[config.mk]
export PLATFORM = sky130hd
export DESIGN_NAME = pipe_scroller_flat
export DESIGN_NICKNAME = d
export VERILOG_FILES = /design/src/rtl/flappy_pkg.sv /design/src/rtl/pipe_scroller_if.sv /design/src/rtl/pipe_scroller_lfsr.sv /design/src/rtl/pipe_scroller.sv /design/src/flat_wrapper.sv
export SDC_FILE = /design/constraint.sdc
export NUM_CORES = 1
export LEC_CHECK = 0
export BUFFER_PORTS_ARGS = -buffer_cell sky130_fd_sc_hd__buf_2
export CAP_MARGIN = 20
export CORE_MARGIN = 10
export CORE_UTILIZATION = 64
export CTS_BUF_LIST = sky130_fd_sc_hd__clkbuf_8
export CTS_CLUSTER_SIZE = 20
export DETAILED_ROUTE_END_ITERATION = 12
export PLACE_DENSITY = 0.93
export SYNTH_ARGS = -nofsm -noshare
export SYNTH_HDL_FRONTEND = slang
export SYNTH_HIERARCHICAL = 1
export SYNTH_SLANG_ARGS = --single-unit
[constraint.sdc]
create_clock -name clk -period 4.75 [get_ports clk]
set_input_delay 0.475 -clock clk [delete_from_list [all_inputs] [get_ports clk]]
set_output_delay 0.475 -clock clk [all_outputs]
set_load 0.01 [all_outputs]
[src/rtl/flappy_pkg.sv]
// Shared types and constants for the flappy game blocks.
// Contents:
//   game_state_t    - game-level state driven by game_controller
//   pipe_x_t        - pipe horizontal position (10 bits)
//   pipe_y_t        - pipe gap vertical position (9 bits)
//   scroll_state_t  - pipe_scroller internal FSM states
//   LFSR_MASK       - Galois feedback mask shared by every LFSR user
//   DEF_*           - default screen geometry, also used by game_controller
package flappy_pkg;

    typedef enum logic [1:0] {
        IDLE      = 2'b00,
        PLAY      = 2'b01,
        GAME_OVER = 2'b10
    } game_state_t;

    typedef enum logic [1:0] {
        S_PARK = 2'b00,
        S_RUN  = 2'b01,
        S_HALT = 2'b10
    } scroll_state_t;

    typedef logic [9:0] pipe_x_t;
    typedef logic [8:0] pipe_y_t;

    localparam logic [15:0] LFSR_MASK = 16'hB400;

    localparam int          DEF_SCREEN_WIDTH  = 640;
    localparam int          DEF_SCREEN_HEIGHT = 480;
    localparam int          DEF_PIPE_WIDTH    = 50;
    localparam int          DEF_PIPE_GAP      = 100;
    localparam int          DEF_BIRD_X        = 500;
    localparam int          DEF_SCROLL_SPEED  = 2;
    localparam int          DEF_GAP_MARGIN    = 40;
    localparam logic [15:0] DEF_LFSR_SEED     = 16'hACE1;

endpackage

[src/rtl/pipe_scroller_if.sv]
// Pipe stream bundle between game_controller (master) and pipe_scroller (slave).
// Signals:
//   frame_tick  - one-cycle pulse per video frame
//   game_state  - 00 IDLE, 01 PLAY, 10 GAME_OVER, 11 treated as IDLE
//   pipe_x      - pipe left edge; SCREEN_WIDTH means parked off-screen right
//   pipe_gap_y  - top Y of the pipe gap
//   score_pulse - one-cycle pulse each time the pipe clears the bird
//   score       - passed-pipe count, saturating at 255
interface pipe_scroller_if;
    import flappy_pkg::*;

    logic       frame_tick;
    logic [1:0] game_state;
    pipe_x_t    pipe_x;
    pipe_y_t    pipe_gap_y;
    logic       score_pulse;
    logic [7:0] score;

    modport master (
        output frame_tick,
        output game_state,
        input  pipe_x,
        input  pipe_gap_y,
        input  score_pulse,
        input  score
    );

    modport slave (
        input  frame_tick,
        input  game_state,
        output pipe_x,
        output pipe_gap_y,
        output score_pulse,
        output score
    );

endinterface

[src/rtl/pipe_scroller_lfsr.sv]
// pipe_lfsr: free-running 16-bit Galois LFSR (right shift), reusable by any
// block that needs cheap pseudo-randomness.
// Ports:
//   clk      - system clock
//   reset    - synchronous, active-high; loads SEED
//   lfsr_out - current LFSR register value
module pipe_lfsr
    import flappy_pkg::*;
#(
    parameter logic [15:0] SEED = DEF_LFSR_SEED,
    parameter logic [15:0] MASK = LFSR_MASK
) (
    input  logic        clk,
    input  logic        reset,
    output logic [15:0] lfsr_out
);

    logic [15:0] lfsr_q;
    logic [15:0] lfsr_d;

    always_comb begin
        lfsr_d = {1'b0, lfsr_q[15:1]};
        if (lfsr_q[0]) begin
            lfsr_d = lfsr_d ^ MASK;
        end
    end

    always_ff @(posedge clk) begin
        if (reset) begin
            lfsr_q <= SEED;
        end else begin
            lfsr_q <= lfsr_d;
        end
    end

    assign lfsr_out = lfsr_q;

endmodule

[src/rtl/pipe_scroller.sv]
// pipe_scroller: scrolls the single active pipe leftwards on each frame tick
// during PLAY, respawns it at the right edge with a pseudo-random gap, emits a
// score pulse when the pipe's trailing edge crosses the bird, freezes on
// GAME_OVER and re-parks on IDLE.
// Ports:
//   clk   - system clock
//   reset - synchronous, active-high
//   bus   - pipe_scroller_if.slave (frame_tick/game_state in, pipe stream out)
//
// state  | meaning
// -------+---------------------------------------------------------------
// S_PARK | pipe parked at SCREEN_WIDTH, waiting for PLAY
// S_RUN  | pipe scrolls on frame ticks, respawns, scores
// S_HALT | game over: pipe frozen, only IDLE (or 11) returns to S_PARK
module pipe_scroller
    import flappy_pkg::*;
#(
    parameter int          SCREEN_WIDTH  = DEF_SCREEN_WIDTH,
    parameter int          SCREEN_HEIGHT = DEF_SCREEN_HEIGHT,
    parameter int          PIPE_WIDTH    = DEF_PIPE_WIDTH,
    parameter int          PIPE_GAP      = DEF_PIPE_GAP,
    parameter int          BIRD_X        = DEF_BIRD_X,
    parameter int          SCROLL_SPEED  = DEF_SCROLL_SPEED,
    parameter int          GAP_MARGIN    = DEF_GAP_MARGIN,
    parameter logic [15:0] LFSR_SEED     = DEF_LFSR_SEED
) (
    input  logic            clk,
    input  logic            reset,
    pipe_scroller_if.slave  bus
);

    localparam int GAP_RANGE = SCREEN_HEIGHT - PIPE_GAP - 2 * GAP_MARGIN;

    if (LFSR_SEED == 16'h0000) begin : g_chk_seed
        $error("pipe_scroller: LFSR_SEED must be non-zero");
    end
    // A 9-bit draw needs at most one subtract only if the range exceeds 256.
    if (GAP_RANGE <= 256) begin : g_chk_range
        $error("pipe_scroller: gap range must exceed 256");
    end
    if (SCREEN_WIDTH > 1023) begin : g_chk_width
        $error("pipe_scroller: SCREEN_WIDTH must fit in 10 bits");
    end
    if (BIRD_X >= SCREEN_WIDTH) begin : g_chk_bird
        $error("pipe_scroller: BIRD_X must be left of the spawn edge");
    end
    if (SCROLL_SPEED < 1) begin : g_chk_speed
        $error("pipe_scroller: SCROLL_SPEED must be at least 1");
    end

    function automatic pipe_y_t gap_of(input logic [15:0] lfsr);
        logic [9:0] r;
        r = {1'b0, lfsr[8:0]};
        if (r >= 10'(GAP_RANGE)) begin
            r = r - 10'(GAP_RANGE);
        end
        return pipe_y_t'(10'(GAP_MARGIN) + r);
    endfunction

    logic [15:0]   lfsr_w;

    scroll_state_t state_q, state_d;
    pipe_x_t       pipe_x_q, pipe_x_d;
    pipe_y_t       gap_q, gap_d;
    logic [7:0]    score_q, score_d;
    logic          pulse_q, pulse_d;

    logic [10:0]   lead_sum;
    logic [10:0]   trail_sum;

    pipe_lfsr #(
        .SEED (LFSR_SEED),
        .MASK (LFSR_MASK)
    ) u_lfsr (
        .clk      (clk),
        .reset    (reset),
        .lfsr_out (lfsr_w)
    );

    // Trailing edge of the pipe before and after this move, at 11 bits so the
    // sum cannot wrap at the right screen edge.
    assign lead_sum  = {1'b0, pipe_x_q} + 11'(PIPE_WIDTH);
    assign trail_sum = lead_sum - 11'(SCROLL_SPEED);

    always_comb begin
        state_d  = state_q;
        pipe_x_d = pipe_x_q;
        gap_d    = gap_q;
        score_d  = score_q;
        pulse_d  = 1'b0;

        case (state_q)
            S_PARK: begin
                if (bus.game_state == PLAY) begin
                    state_d = S_RUN;
                end
            end
            S_RUN: begin
                if (bus.game_state == GAME_OVER) begin
                    state_d = S_HALT;
                end else if (bus.game_state != PLAY) begin
                    state_d = S_PARK;
                end
            end
            S_HALT: begin
                if (bus.game_state == IDLE || bus.game_state == 2'b11) begin
                    state_d = S_PARK;
                end
            end
            default: begin
                state_d = S_PARK;
            end
        endcase

        // Movement keys off the registered state so a tick on the
        // PARK->RUN edge is dropped and a tick on the RUN->HALT edge counts.
        if (state_q == S_RUN && bus.frame_tick) begin
            if (pipe_x_q < pipe_x_t'(SCROLL_SPEED)) begin
                pipe_x_d = pipe_x_t'(SCREEN_WIDTH);
                gap_d    = gap_of(lfsr_w);
            end else begin
                pipe_x_d = pipe_x_q - pipe_x_t'(SCROLL_SPEED);
                if (lead_sum >= 11'(BIRD_X) && trail_sum < 11'(BIRD_X)) begin
                    pulse_d = 1'b1;
                    if (score_q != 8'hFF) begin
                        score_d = score_q + 8'd1;
                    end
                end
            end
        end

        // Re-parking takes priority over any move on the same edge.
        if (state_q != S_PARK && state_d == S_PARK) begin
            pipe_x_d = pipe_x_t'(SCREEN_WIDTH);
            gap_d    = gap_of(lfsr_w);
            score_d  = 8'd0;
            pulse_d  = 1'b0;
        end
    end

    always_ff @(posedge clk) begin
        if (reset) begin
            state_q  <= S_PARK;
            pipe_x_q <= pipe_x_t'(SCREEN_WIDTH);
            gap_q    <= gap_of(LFSR_SEED);
            score_q  <= 8'd0;
            pulse_q  <= 1'b0;
        end else begin
            state_q  <= state_d;
            pipe_x_q <= pipe_x_d;
            gap_q    <= gap_d;
            score_q  <= score_d;
            pulse_q  <= pulse_d;
        end
    end

    assign bus.pipe_x      = pipe_x_q;
    assign bus.pipe_gap_y  = gap_q;
    assign bus.score       = score_q;
    assign bus.score_pulse = pulse_q;

endmodule

[src/flat_wrapper.sv]
// flat-port wrapper written by rule: the top's interface ports become plain ports
module pipe_scroller_flat import flappy_pkg::*;
#(
    parameter int          SCREEN_WIDTH  = DEF_SCREEN_WIDTH,
    parameter int          SCREEN_HEIGHT = DEF_SCREEN_HEIGHT,
    parameter int          PIPE_WIDTH    = DEF_PIPE_WIDTH,
    parameter int          PIPE_GAP      = DEF_PIPE_GAP,
    parameter int          BIRD_X        = DEF_BIRD_X,
    parameter int          SCROLL_SPEED  = DEF_SCROLL_SPEED,
    parameter int          GAP_MARGIN    = DEF_GAP_MARGIN,
    parameter logic [15:0] LFSR_SEED     = DEF_LFSR_SEED
)
  (clk, reset, bus_frame_tick, bus_game_state, bus_pipe_x, bus_pipe_gap_y, bus_score_pulse, bus_score);
  pipe_scroller_if bus_i ();
  input  logic clk;
  input  logic reset;
  input wire logic [$bits(bus_i.frame_tick)-1:0] bus_frame_tick;
  input wire logic [$bits(bus_i.game_state)-1:0] bus_game_state;
  output wire logic [$bits(bus_i.pipe_x)-1:0] bus_pipe_x;
  output wire logic [$bits(bus_i.pipe_gap_y)-1:0] bus_pipe_gap_y;
  output wire logic [$bits(bus_i.score_pulse)-1:0] bus_score_pulse;
  output wire logic [$bits(bus_i.score)-1:0] bus_score;
  assign bus_i.frame_tick = bus_frame_tick;
  assign bus_i.game_state = bus_game_state;
  assign bus_pipe_x = bus_i.pipe_x;
  assign bus_pipe_gap_y = bus_i.pipe_gap_y;
  assign bus_score_pulse = bus_i.score_pulse;
  assign bus_score = bus_i.score;
  pipe_scroller #(.SCREEN_WIDTH(SCREEN_WIDTH), .SCREEN_HEIGHT(SCREEN_HEIGHT), .PIPE_WIDTH(PIPE_WIDTH), .PIPE_GAP(PIPE_GAP), .BIRD_X(BIRD_X), .SCROLL_SPEED(SCROLL_SPEED), .GAP_MARGIN(GAP_MARGIN), .LFSR_SEED(LFSR_SEED)) u_core (.clk(clk), .reset(reset), .bus(bus_i));
endmodule
==> impl_metrics.csv <==
group,metric,value,unit
status,outcome,"completed",
global_routing,grt_max_degree,32,
setup_path,cpPeakStageDelay,560,ps
flow_run,maxCapViolations,0,
floorplan,ios,33,
sta,rsz0062_at_grt,"false",
sta,fin_crit,3100,ps
drt,first_iter_violations,248,
global_routing,grt_first_pass_wirelength,9.09,mm
worst_hold_path,hold_path.class,"flip-flop to flip-flop",
setup_path,start_kind,"flip-flop",
global_routing,grt_antenna_before_repair,0,
floorplan,initial_core_util,66.6,%
layout,area_delta_synth_final,6.92,%
layout,nFillCells,296,
power_and_ir_drop,worst_ir_drop_vdd,0.000213,V
power_and_ir_drop,p_total,0.723,mW
layout,final_common_cell,"dfxtp_1",
sta,slew_headroom,51.9,%
setup_path,required,4950,ps
logic_synthesis,synth_area,2460,um^2
floorplan,die_y,82.0,um
sta,setup_viol,0,
floorplan,rows,22,
drt,ant_nets,0,
drt,totalWireLength,5.25,mm
logic_synthesis,synth_fp_nets,302,
sta,final.setup.tns,0,ps
power_and_ir_drop,leakagePower,1.09,nW
drt,via_per_inst,5.94,
placement,dp_hpwl,3.87,mm
layout,final_cell_count_no_fill,354,
sta,hold_viol,0,
sta,fin_skew,1.98,ps
placement,io_buffer_count,31,
setup_path,worstPathCellList,"ha_1 > or4b_1 > o211ai_2 > a41oi_1 > o32a_1 > a211oi_2 > a21oi_1 > o21a_1",
layout,final_cell_mix,"dfxtp_1 (45), nor2_1 (37), buf_2 (31), nand2_1 (24), xnor2_1 (14)",
drt,vias,2104,
clock_tree,clkSinkCount,45,
sta,fin_crit_sh,65.3,%
layout,nets,317,
setup_path,cp_data_arrival_time,3310,ps
clock_tree,htree_num_levels,2,
placement,gp_congestion,0.922,
setup_path,cpMaxStageDelayCell,"a211oi_2",
placement,place_area,2540,um^2
clock_tree,cts_tree,"done",
clock_tree,cts_setup_buffers,0,
clock_tree,clockBufferDepth,2,
floorplan,core,3690,um^2
global_routing,grt_pass1_vias,2061,
sta,worstMarginPinSlew,713,ps
power_and_ir_drop,p_per_area,275,nW/um^2
global_routing,grtUsageTotal,16.8,%
layout,n_antenna_cell,0,
logic_synthesis,synth_warnings,6,
drt,wl_per_cell,14.8,um
drt,drc_errors,0,
layout,stdcell_area,2630,um^2
setup_path,endpoint_kind,"flip-flop",
clock_tree,numCtsBuffers,5,
floorplan,dieArea,6720,um^2
setup_path,crit_type,"flip-flop to flip-flop",
sta,max_freq,322,MHz
setup_path,cp_max_fo,12,
clock_tree,cts_hold_buf,0,
clock_tree,path_clk_slew,80,ps
drt,dr.pass1.iters,6,
logic_synthesis,syn_inst,290,
clock_tree,worstSkewPairLatency,300,ps
global_routing,overflow,0,
clock_tree,ctsResizeCount,0,
placement,placed_cells,346,
layout,fin_util,71.2,%
clock_tree,root_buffer,"clkbuf_8",
layout,drive_gt1_share,16.0,%
floorplan,die_width,82.0,um
sta,maxSlewViolCount,0,
logic_synthesis,synth.avg_cell_area,8.47,um^2
==> where the power goes <==
group          internal, mW  switching, mW
clock network         0.104          0.134
logic                0.0360         0.0418
registers             0.392         0.0162
total                 0.532          0.192
==> state kept, by name, summed over array words and instances (netlist names) <==
name	flops
u_core/bus.pipe_x	9
u_core/bus.score_pulse	1
u_core/u_lfsr/lfsr_out	16
u_core/bus.score	8
u_core/bus.pipe_gap_y	9
u_core/state_q	2
==> critical path: cells and delay by family (launching register included) <==
family	cells	cell delay [ps]
AOI/OAI and AO/OA	6	1680
and+or+nand+nor	1	540
DFF	1	410
adders and majority gates	1	360
==> routing by layer <==
metal	vias up	part of all wire (%)	global-route usage [%]
li1	1033	-	-
met3	20	7.9	4.48
met4	0	3.2	10.0
met1	955	43	19.5
met5	-	0	0
met2	96	46	27.3
==> path summary, 6_finish.rpt <==
path | to | slack, ps | from | depth (start not counted)
worst max register to register | u_core/bus.score[5] | 1650 | u_core/bus.pipe_x[1] | 8
worst max-delay path | u_core/bus.score[5] | 1650 | u_core/bus.pipe_x[1] | 8
worst min register to register | u_core/u_lfsr/lfsr_out[11] | 420 | u_core/u_lfsr/lfsr_out[12] | 1
worst min-delay path | u_core/u_lfsr/lfsr_out[11] | 420 | u_core/u_lfsr/lfsr_out[12] | 1
==> final cells by class <==
type / instances / area, um^2 / share of cell area (%)
clock buffer: 5 / 68.8 / 2.62
clock inverter: 3 / 21.3 / 0.810
inverter: 12 / 45.0 / 1.71
multi-input combinational: 210 / 1380 / 52.4
sequential: 45 / 901 / 34.3
tap: 48 / 60.1 / 2.29
timing repair buffer: 31 / 155 / 5.90
==> metrics by stage <==
step | hold WS (ps) | setup slack (ps)
detailed placement | 393 | 1710
finish | 416 | 1650
floorplan | 383 | 2130
CTS | 421 | 1670
global route | 424 | 1480
global placement | 390 | 1890
No activity file was read; power rests on OpenSTA's default activity.
